<file path="config.mk">
export PLATFORM = sky130hd
export DESIGN_NAME = mem_ctrl
export DESIGN_NICKNAME = d
export VERILOG_FILES = /design/src/rtl/mem_ctrl_pkg.sv /design/src/rtl/mem_ctrl.sv
export SDC_FILE = /design/constraint.sdc
export NUM_CORES = 1
export LEC_CHECK = 0
export BUFFER_PORTS_ARGS = -buffer_cell sky130_fd_sc_hd__buf_2
export CAP_MARGIN = 15
export CELL_PAD_IN_SITES_DETAIL_PLACEMENT = 1
export CELL_PAD_IN_SITES_GLOBAL_PLACEMENT = 1
export CORE_UTILIZATION = 40
export CTS_BUF_LIST = sky130_fd_sc_hd__clkbuf_4 sky130_fd_sc_hd__clkbuf_8 sky130_fd_sc_hd__clkbuf_16
export DETAILED_ROUTE_END_ITERATION = 8
export PLACE_DENSITY = 0.81
export SLEW_MARGIN = 20
export SYNTH_ARGS = -nofsm -noshare
export SYNTH_HDL_FRONTEND = slang
export SYNTH_SLANG_ARGS = --single-unit
</file>
<file path="constraint.sdc">
create_clock -name clk -period 6.1 [get_ports clk]
set_input_delay 0.61 -clock clk [delete_from_list [all_inputs] [get_ports clk]]
set_output_delay 0.61 -clock clk [all_outputs]
set_load 0.02 [all_outputs]
</file>
<file path="src/rtl/mem_ctrl_pkg.sv">
// Shared state, owner and length codes for the byte-serial RAM controller,
// plus byte selection and read-word assembly helpers.
package mem_ctrl_pkg;

    typedef enum logic [2:0] {
        McIdle,
        McIRead,
        McMRead,
        McMWrite,
        McDone
    } mc_state_e;

    typedef enum logic {
        OwnIf,
        OwnMem
    } mc_owner_e;

    localparam logic [1:0] LenByte = 2'd0;
    localparam logic [1:0] LenHalf = 2'd1;
    localparam logic [1:0] LenWord = 2'd3;

    // Length code 2 has no three-byte access; it behaves as a full word.
    function automatic logic [1:0] norm_len(input logic [1:0] len);
        return (len == 2'd2) ? LenWord : len;
    endfunction

    function automatic logic [7:0] byte_sel(input logic [31:0] word, input logic [1:0] idx);
        return word[{idx, 3'b000} +: 8];
    endfunction

    function automatic logic [31:0] assemble_word(input logic [1:0] len,
                                                  input logic [7:0] b0,
                                                  input logic [7:0] b1,
                                                  input logic [7:0] b2,
                                                  input logic [7:0] last_byte);
        case (len)
            LenByte: return {24'h0, last_byte};
            LenHalf: return {16'h0, last_byte, b0};
            default: return {last_byte, b2, b1, b0};
        endcase
    endfunction

endpackage

</file>
<file path="src/rtl/mem_ctrl.sv">
// Byte-serial RAM controller: arbitrates fetch and load/store word requests and
// sequences the per-byte accesses of the 8-bit single-port RAM.
module mem_ctrl
    import mem_ctrl_pkg::*;
#(
    parameter int unsigned ADDR_W = 32
) (
    input  logic              clk,
    input  logic              rst,
    input  logic              if_req_i,
    input  logic [ADDR_W-1:0] if_addr_i,
    output logic [31:0]       if_data_o,
    output logic              if_done_o,
    input  logic              mem_req_i,
    input  logic              mem_we_i,
    input  logic [1:0]        mem_len_i,
    input  logic [ADDR_W-1:0] mem_addr_i,
    input  logic [31:0]       mem_wdata_i,
    output logic [31:0]       mem_rdata_o,
    output logic              mem_done_o,
    output logic [ADDR_W-1:0] ram_a_o,
    output logic [7:0]        ram_dout_o,
    output logic              ram_wr_o,
    input  logic [7:0]        ram_din_i
);

    mc_state_e         state_q, state_d;
    mc_owner_e         owner_q, owner_d;
    logic [1:0]        cnt_q, cnt_d;
    logic [1:0]        len_q, len_d;
    logic [ADDR_W-1:0] addr_q, addr_d;
    logic [31:0]       wdata_q, wdata_d;
    logic [7:0]        b0_q, b0_d;
    logic [7:0]        b1_q, b1_d;
    logic [7:0]        b2_q, b2_d;
    logic [31:0]       rdata_q, rdata_d;
    logic [ADDR_W-1:0] ram_a_q, ram_a_d;
    logic [7:0]        ram_dout_q, ram_dout_d;
    logic              ram_wr_q, ram_wr_d;
    logic              if_done_q, if_done_d;
    logic              mem_done_q, mem_done_d;

    logic [1:0]        cnt_nxt;
    logic              last;

    assign cnt_nxt = cnt_q + 2'd1;
    assign last    = (cnt_q == len_q);

    always_comb begin
        state_d    = state_q;
        owner_d    = owner_q;
        cnt_d      = cnt_q;
        len_d      = len_q;
        addr_d     = addr_q;
        wdata_d    = wdata_q;
        b0_d       = b0_q;
        b1_d       = b1_q;
        b2_d       = b2_q;
        rdata_d    = rdata_q;
        ram_a_d    = ram_a_q;
        ram_dout_d = ram_dout_q;
        ram_wr_d   = 1'b0;
        if_done_d  = 1'b0;
        mem_done_d = 1'b0;

        unique case (state_q)
            McIdle: begin
                cnt_d = 2'd0;
                // Load/store wins over fetch when both are pending.
                if (mem_req_i) begin
                    owner_d = OwnMem;
                    addr_d  = mem_addr_i;
                    len_d   = norm_len(mem_len_i);
                    wdata_d = mem_wdata_i;
                    ram_a_d = mem_addr_i;
                    if (mem_we_i) begin
                        state_d    = McMWrite;
                        ram_wr_d   = 1'b1;
                        ram_dout_d = mem_wdata_i[7:0];
                    end else begin
                        state_d = McMRead;
                    end
                end else if (if_req_i) begin
                    state_d = McIRead;
                    owner_d = OwnIf;
                    addr_d  = if_addr_i;
                    len_d   = LenWord;
                    ram_a_d = if_addr_i;
                end
            end

            McIRead, McMRead: begin
                // A withdrawn fetch is a pipeline flush: drop it without a done pulse.
                if (state_q == McIRead && !if_req_i) begin
                    state_d = McIdle;
                end else if (last) begin
                    state_d    = McDone;
                    rdata_d    = assemble_word(len_q, b0_q, b1_q, b2_q, ram_din_i);
                    if_done_d  = (owner_q == OwnIf);
                    mem_done_d = (owner_q == OwnMem);
                end else begin
                    case (cnt_q)
                        2'd0:    b0_d = ram_din_i;
                        2'd1:    b1_d = ram_din_i;
                        default: b2_d = ram_din_i;
                    endcase
                    cnt_d   = cnt_nxt;
                    ram_a_d = addr_q + ADDR_W'(cnt_nxt);
                end
            end

            McMWrite: begin
                if (last) begin
                    state_d    = McDone;
                    mem_done_d = 1'b1;
                end else begin
                    cnt_d      = cnt_nxt;
                    ram_a_d    = addr_q + ADDR_W'(cnt_nxt);
                    ram_wr_d   = 1'b1;
                    ram_dout_d = byte_sel(wdata_q, cnt_nxt);
                end
            end

            McDone: begin
                state_d = McIdle;
            end

            default: begin
                state_d = McIdle;
            end
        endcase
    end

    always_ff @(posedge clk or posedge rst) begin
        if (rst) begin
            state_q    <= McIdle;
            owner_q    <= OwnIf;
            cnt_q      <= 2'd0;
            len_q      <= LenByte;
            addr_q     <= '0;
            wdata_q    <= 32'h0;
            b0_q       <= 8'h0;
            b1_q       <= 8'h0;
            b2_q       <= 8'h0;
            rdata_q    <= 32'h0;
            ram_a_q    <= '0;
            ram_dout_q <= 8'h0;
            ram_wr_q   <= 1'b0;
            if_done_q  <= 1'b0;
            mem_done_q <= 1'b0;
        end else begin
            state_q    <= state_d;
            owner_q    <= owner_d;
            cnt_q      <= cnt_d;
            len_q      <= len_d;
            addr_q     <= addr_d;
            wdata_q    <= wdata_d;
            b0_q       <= b0_d;
            b1_q       <= b1_d;
            b2_q       <= b2_d;
            rdata_q    <= rdata_d;
            ram_a_q    <= ram_a_d;
            ram_dout_q <= ram_dout_d;
            ram_wr_q   <= ram_wr_d;
            if_done_q  <= if_done_d;
            mem_done_q <= mem_done_d;
        end
    end

    assign if_data_o   = rdata_q;
    assign mem_rdata_o = rdata_q;
    assign if_done_o   = if_done_q;
    assign mem_done_o  = mem_done_q;
    assign ram_a_o     = ram_a_q;
    assign ram_dout_o  = ram_dout_q;
    assign ram_wr_o    = ram_wr_q;

endmodule

</file>
# Yosys cells after proc, flatten, opt, wreduce, memory -nomap -nowiden
# Cells that the tools add are included.
# word_totals
out_inout_bits,107
in_bits,111
register_bits,171
# op_classes
n_addsub,2
muxes,35
reduce_logical,19
bitwise_logic,4
shift,1
n_eq_ne,12
# op_table
cell,count
32-bit 2-to-1 mux,4
32-bit case mux with 3 select lines,1
32-bit case mux with 2 select lines,1
32-bit by 2-bit adder with 32-bit output,1
32-bit by 6-bit variable part select with 8-bit output,1
8-bit 2-to-1 mux,3
8-bit case mux with 2 select lines,1
4-bit AND reduction,4
1-bit 2-to-1 mux,12
3-bit 2-to-1 mux,4
2-bit 2-to-1 mux,5
3-bit case mux with 3 select lines,1
"2-bit inequality test, second input constant",4
"3-bit by 2-bit == test with 1-bit output, second input constant",2
2-bit case mux with 3 select lines,1
2-bit AND reduction,3
3-bit AND reduction,2
"2-bit by 1-bit == test with 1-bit output, second input constant",2
2-bit zero test,2
1-bit inverter,4
1-bit case mux with 2 select lines,2
2-bit nonzero test,2
2-bit OR reduction,2
"3-bit by 1-bit == test with 1-bit output, second input constant",1
8 further kinds,8

# Longest topological paths before layout
# depth
word_depth,5
ltp_mapped,10
ltp_nobuf,8

# Worst setup path after synthesis
# Ideal clock, no wire load.
# synth_timing
path_kind,reg2reg
from,register cnt_q[0]
to,"register ram_a_q[26], in the netlist ram_a_o[26]"
path_slack_ps,3393
stages_incl_launch_ff,11
period_less_slack_ps,2707
arrival_ps,2586
n_path_buf,2
cell_sequence,dfrtp_1 buf_2 inv_1 ha_1 fa_1 and4_1 buf_2 nand4_2 nor4_1 or3_1 a32o_1
# synth_between
elab_chain_len,5
elab_cells_between_ends,6
# synth_rtl
item,line_no,rtl
start: declaration,mem_ctrl.sv:29,"logic [1:0] cnt_q, cnt_d;"
start signal: assignment,mem_ctrl.sv:154,cnt_q <= cnt_d;
2-bit by 1-bit adder with 2-bit output,mem_ctrl.sv:46,assign cnt_nxt = cnt_q + 2'd1;
32-bit by 2-bit adder with 32-bit output,"mem_ctrl.sv:108, mem_ctrl.sv:118",
32-bit 2-to-1 mux *,"mem_ctrl.sv:96, mem_ctrl.sv:113",
32-bit 2-to-1 mux,mem_ctrl.sv:94,if (state_q == McIRead && !if_req_i) begin
32-bit case mux with 3 select lines *,mem_ctrl.sv:66,unique case (state_q)
end signal: assignment,mem_ctrl.sv:162,ram_a_q <= ram_a_d;
end: declaration,mem_ctrl.sv:37,"logic [ADDR_W-1:0] ram_a_q, ram_a_d;"
# Mark *: on every way between the ends. The rest lies on a longest branch, timed or not. The select of a mux whose other input is x is not followed.
# A chain may end at the register's enable or synchronous reset.

# Worst setup path in the final report
# Ends and elaborated chain as after synthesis.

==> flow_summary.ini <==
[drt]
drt_wl_total_um = 22700
final_antenna_net_count = 0
wl_per_cell_um = 17.5
firstDrtPassIters = 4
route.detailed.drc = 0
first_iter_violations = 292
dr_total_vias = 6700
vias_per_cell = 5.19

[place]
dp_slack_ps = 2410
io_buffer_count = 217
place_congestion = 0.798
hpwl_um = 15800

[worst_setup_path]
path_buf_inv = 1
cp_top_family = simple AND/OR/NAND/NOR gates
crit_chain = inv_1 > ha_1 > fa_1 > and4_1 > nand4_2 > nor4_1 > nand3_1 > a32o_1
critPathKind = reg -> reg
crit_required_ps = 6430
startpoint_type = flop
cp_slowest_cell = dfrtp_1
worstSetupEndpointType = flop
cp_max_fo = 12
worstPathArrival_ps = 4030
critPathMaxStageDelay_ps = 800

[floorplanning]
coreArea_sq_um = 20400
num_rows = 52
die_h_um = 146
die_w_um = 146
initial_core_util_pct = 40.9
die_area_sq_um = 21400
ios = 218

[logic_synthesis]
ys_ff_latch = 171
muxShareOfSynthArea_pct = 12.5
synth_top_family_by_area = simple AND/OR/NAND/NOR gates
synth-seq-area-share_pct = 51.3
synth_xor_area_share_pct = 2.73
synthAdderAreaFrac_pct = 0.840
synth-edff-count = 0
synth-simple-area-share_pct = 16.4
synth-main-ff-cell = dfrtp_1
syn_area_sq_um = 8340
syn_avg_cell_area_sq_um = 9.92
synth_warnings = 0
syn_inst = 841
async_reset_ff_share_pct = 100
netlist-cell-type-count = 56
synth-compound-area-share_pct = 10.8
syn-num-nets = 957

[clock_network]
htreeDepth = 4
post_cts.repair.setup_buffers = 0
cts_resized = 0
cts.clk_slew.worst_paths_ps = 70
clk_latency_ps = 440
cts_made_buffers = 17
clock-sinks = 171
postCtsHoldBufs = 0
cts_tree = done
ctsLongestPathBuffers = 2
cts_root_buf = clkbuf_16

[global_routing]
grtUsageTotal_pct = 22.3
overflow = 0
grt_max_degree = 70
grt_pass1_wl_um = 37600
antenna_found_initial = 1
grt_pass1_vias = 7190

[sta]
fin_worst_skew_ps = 7.99
worst_pin_slew_ps = 1030
hold_viol_final = 0
fin_ws_ps = 2400
rsz0062_at_grt = false
period_share_pct = 60.6
period_needed_ps = 3700
holdWs_ps = 182
fin_setup_tns_ps = 0
setup_viol = 0
max_freq_mhz = 270
maxSlewViolCount = 0
slew-limit-headroom_pct = 30.8

[cells_and_area]
fill_cells = 2358
ff_latch_area_sq_um = 4280
final_common_cell = buf_2
syn2layout_area_growth_pct = 20.1
nNetsFinal = 1124
drive_gt1_share_pct = 32.2
mostFrequentLayoutCells = buf_2, nand2_1, dfrtp_1
multi_input_area_sq_um = 3630

[power]
p_per_area_nw_per_um2 = 588
max-vdd-ir-drop_uv = 259
p_leak_nw = 5.01
clkPwrFrac_pct = 18.7
seqPwrFrac_pct = 36.5
p_int_w = 0.00334
p_switching_w = 0.00256
swShare_pct = 43.4
combPwrFrac_pct = 44.8

[run_status]
status = finished clean

[min_path]
hp-class = in -> async

[job]
drv_cap = 0
-- final cells by class --
cell class | instances | area share (%)
diodes | 2 | 0.0500
well taps | 270 | 3.37
clock inverters | 13 | 1.44
repair buffers | 225 | 11.4
inverters | 7 | 0.312
clock buffers | 18 | 4.39
multi-input cells | 586 | 36.3
flip-flops and latches | 171 | 42.7
-- path summary, 6_finish.rpt --
check | cells after the start | start | endpoint | slack (ps)
min in group clk | 3 | mem_wdata_i[29] | wdata_q[29] | 360
max reg2reg | 8 | cnt_q[0] | ram_a_o[26] | 2400
max in group asynchronous | 3 | rst | if_data_o[1] | 4680
min reg2reg | 2 | wdata_q[20] | wdata_q[20] | 470
max | 8 | cnt_q[0] | ram_a_o[26] | 2400
min | 2 | rst | ram_a_o[14] | 180
-- through the flow --
stage	std cells	power [W]	cell area (sq um)	util [%]
floorplan	841	0.00405	8340	-
global placement	1259	0.00470	9430	46.3
detailed placement	1259	0.00483	9430	46.3
CTS	1290	0.00596	10000	49.1
global route	1290	0.00633	10000	49.2
finish	1292	0.00589	10000	49.2
-- state kept, by name, summed over array words and instances, names as in the netlist --
register    count
owner_q         1
state_q         3
len_q           2
if_done_o       1
b0_q            8
ram_a_o        32
addr_q         32
mem_done_o      1
ram_wr_o        1
b1_q            8
wdata_q        32
if_data_o      32
b2_q            8
ram_dout_o      8
cnt_q           2
-- per-layer routing --
layer	up-vias	GRT usage (%)	wire length, um
li1	3190	-	-
met1	3287	29.0	10000
met2	181	36.3	11000
met3	42	5.03	987
met4	0	8.44	596
met5	-	0	0
-- power by group through the flow --
stage,Clock (W),Combinational (W),Sequential (W)
finish,0.00110,0.00264,0.00215
floorplan,0,0.00179,0.00226
global route,0.00116,0.00294,0.00224
detailed placement,0,0.00266,0.00217
global placement,0,0.00256,0.00214
CTS,0.00111,0.00269,0.00216
-- synthesized netlist by cell type (2+ instances only) --
cell,count,area [sq um]
buf_4,32,240
inv_1,7,26.3
nor2_1,37,139
ha_1,4,50.1
mux2_2,44,495
mux2i_1,37,370
dfrtp_1,171,4280
a31oi_1,8,50.1
buf_2,11,55.1
xnor2_1,14,123
and2_1,4,25.0
nand4_1,7,43.8
a21oi_1,19,95.1
a21o_1,15,113
a211o_1,2,17.5
a22oi_1,5,37.5
o21ai_0,90,450
nor4_1,2,12.5
mux4_2,8,180
clkbuf_1,34,128
nand4_2,2,25.0
and3_1,9,56.3
a32o_1,2,20.0
a31o_2,2,17.5
nand3_1,13,65.1
nor3_1,5,25.0
a211oi_1,3,22.5
nor2b_1,2,12.5
nand2_1,214,803
xor2_1,12,105
-- kinds of logic after synthesis --
logic type,Yosys count
xor+xnor,26
mux,89
compound gates,155
flops,171
buf+inv,84
simple gates,311
fa+ha+maj,5
(Power assumes the default switching activity.)
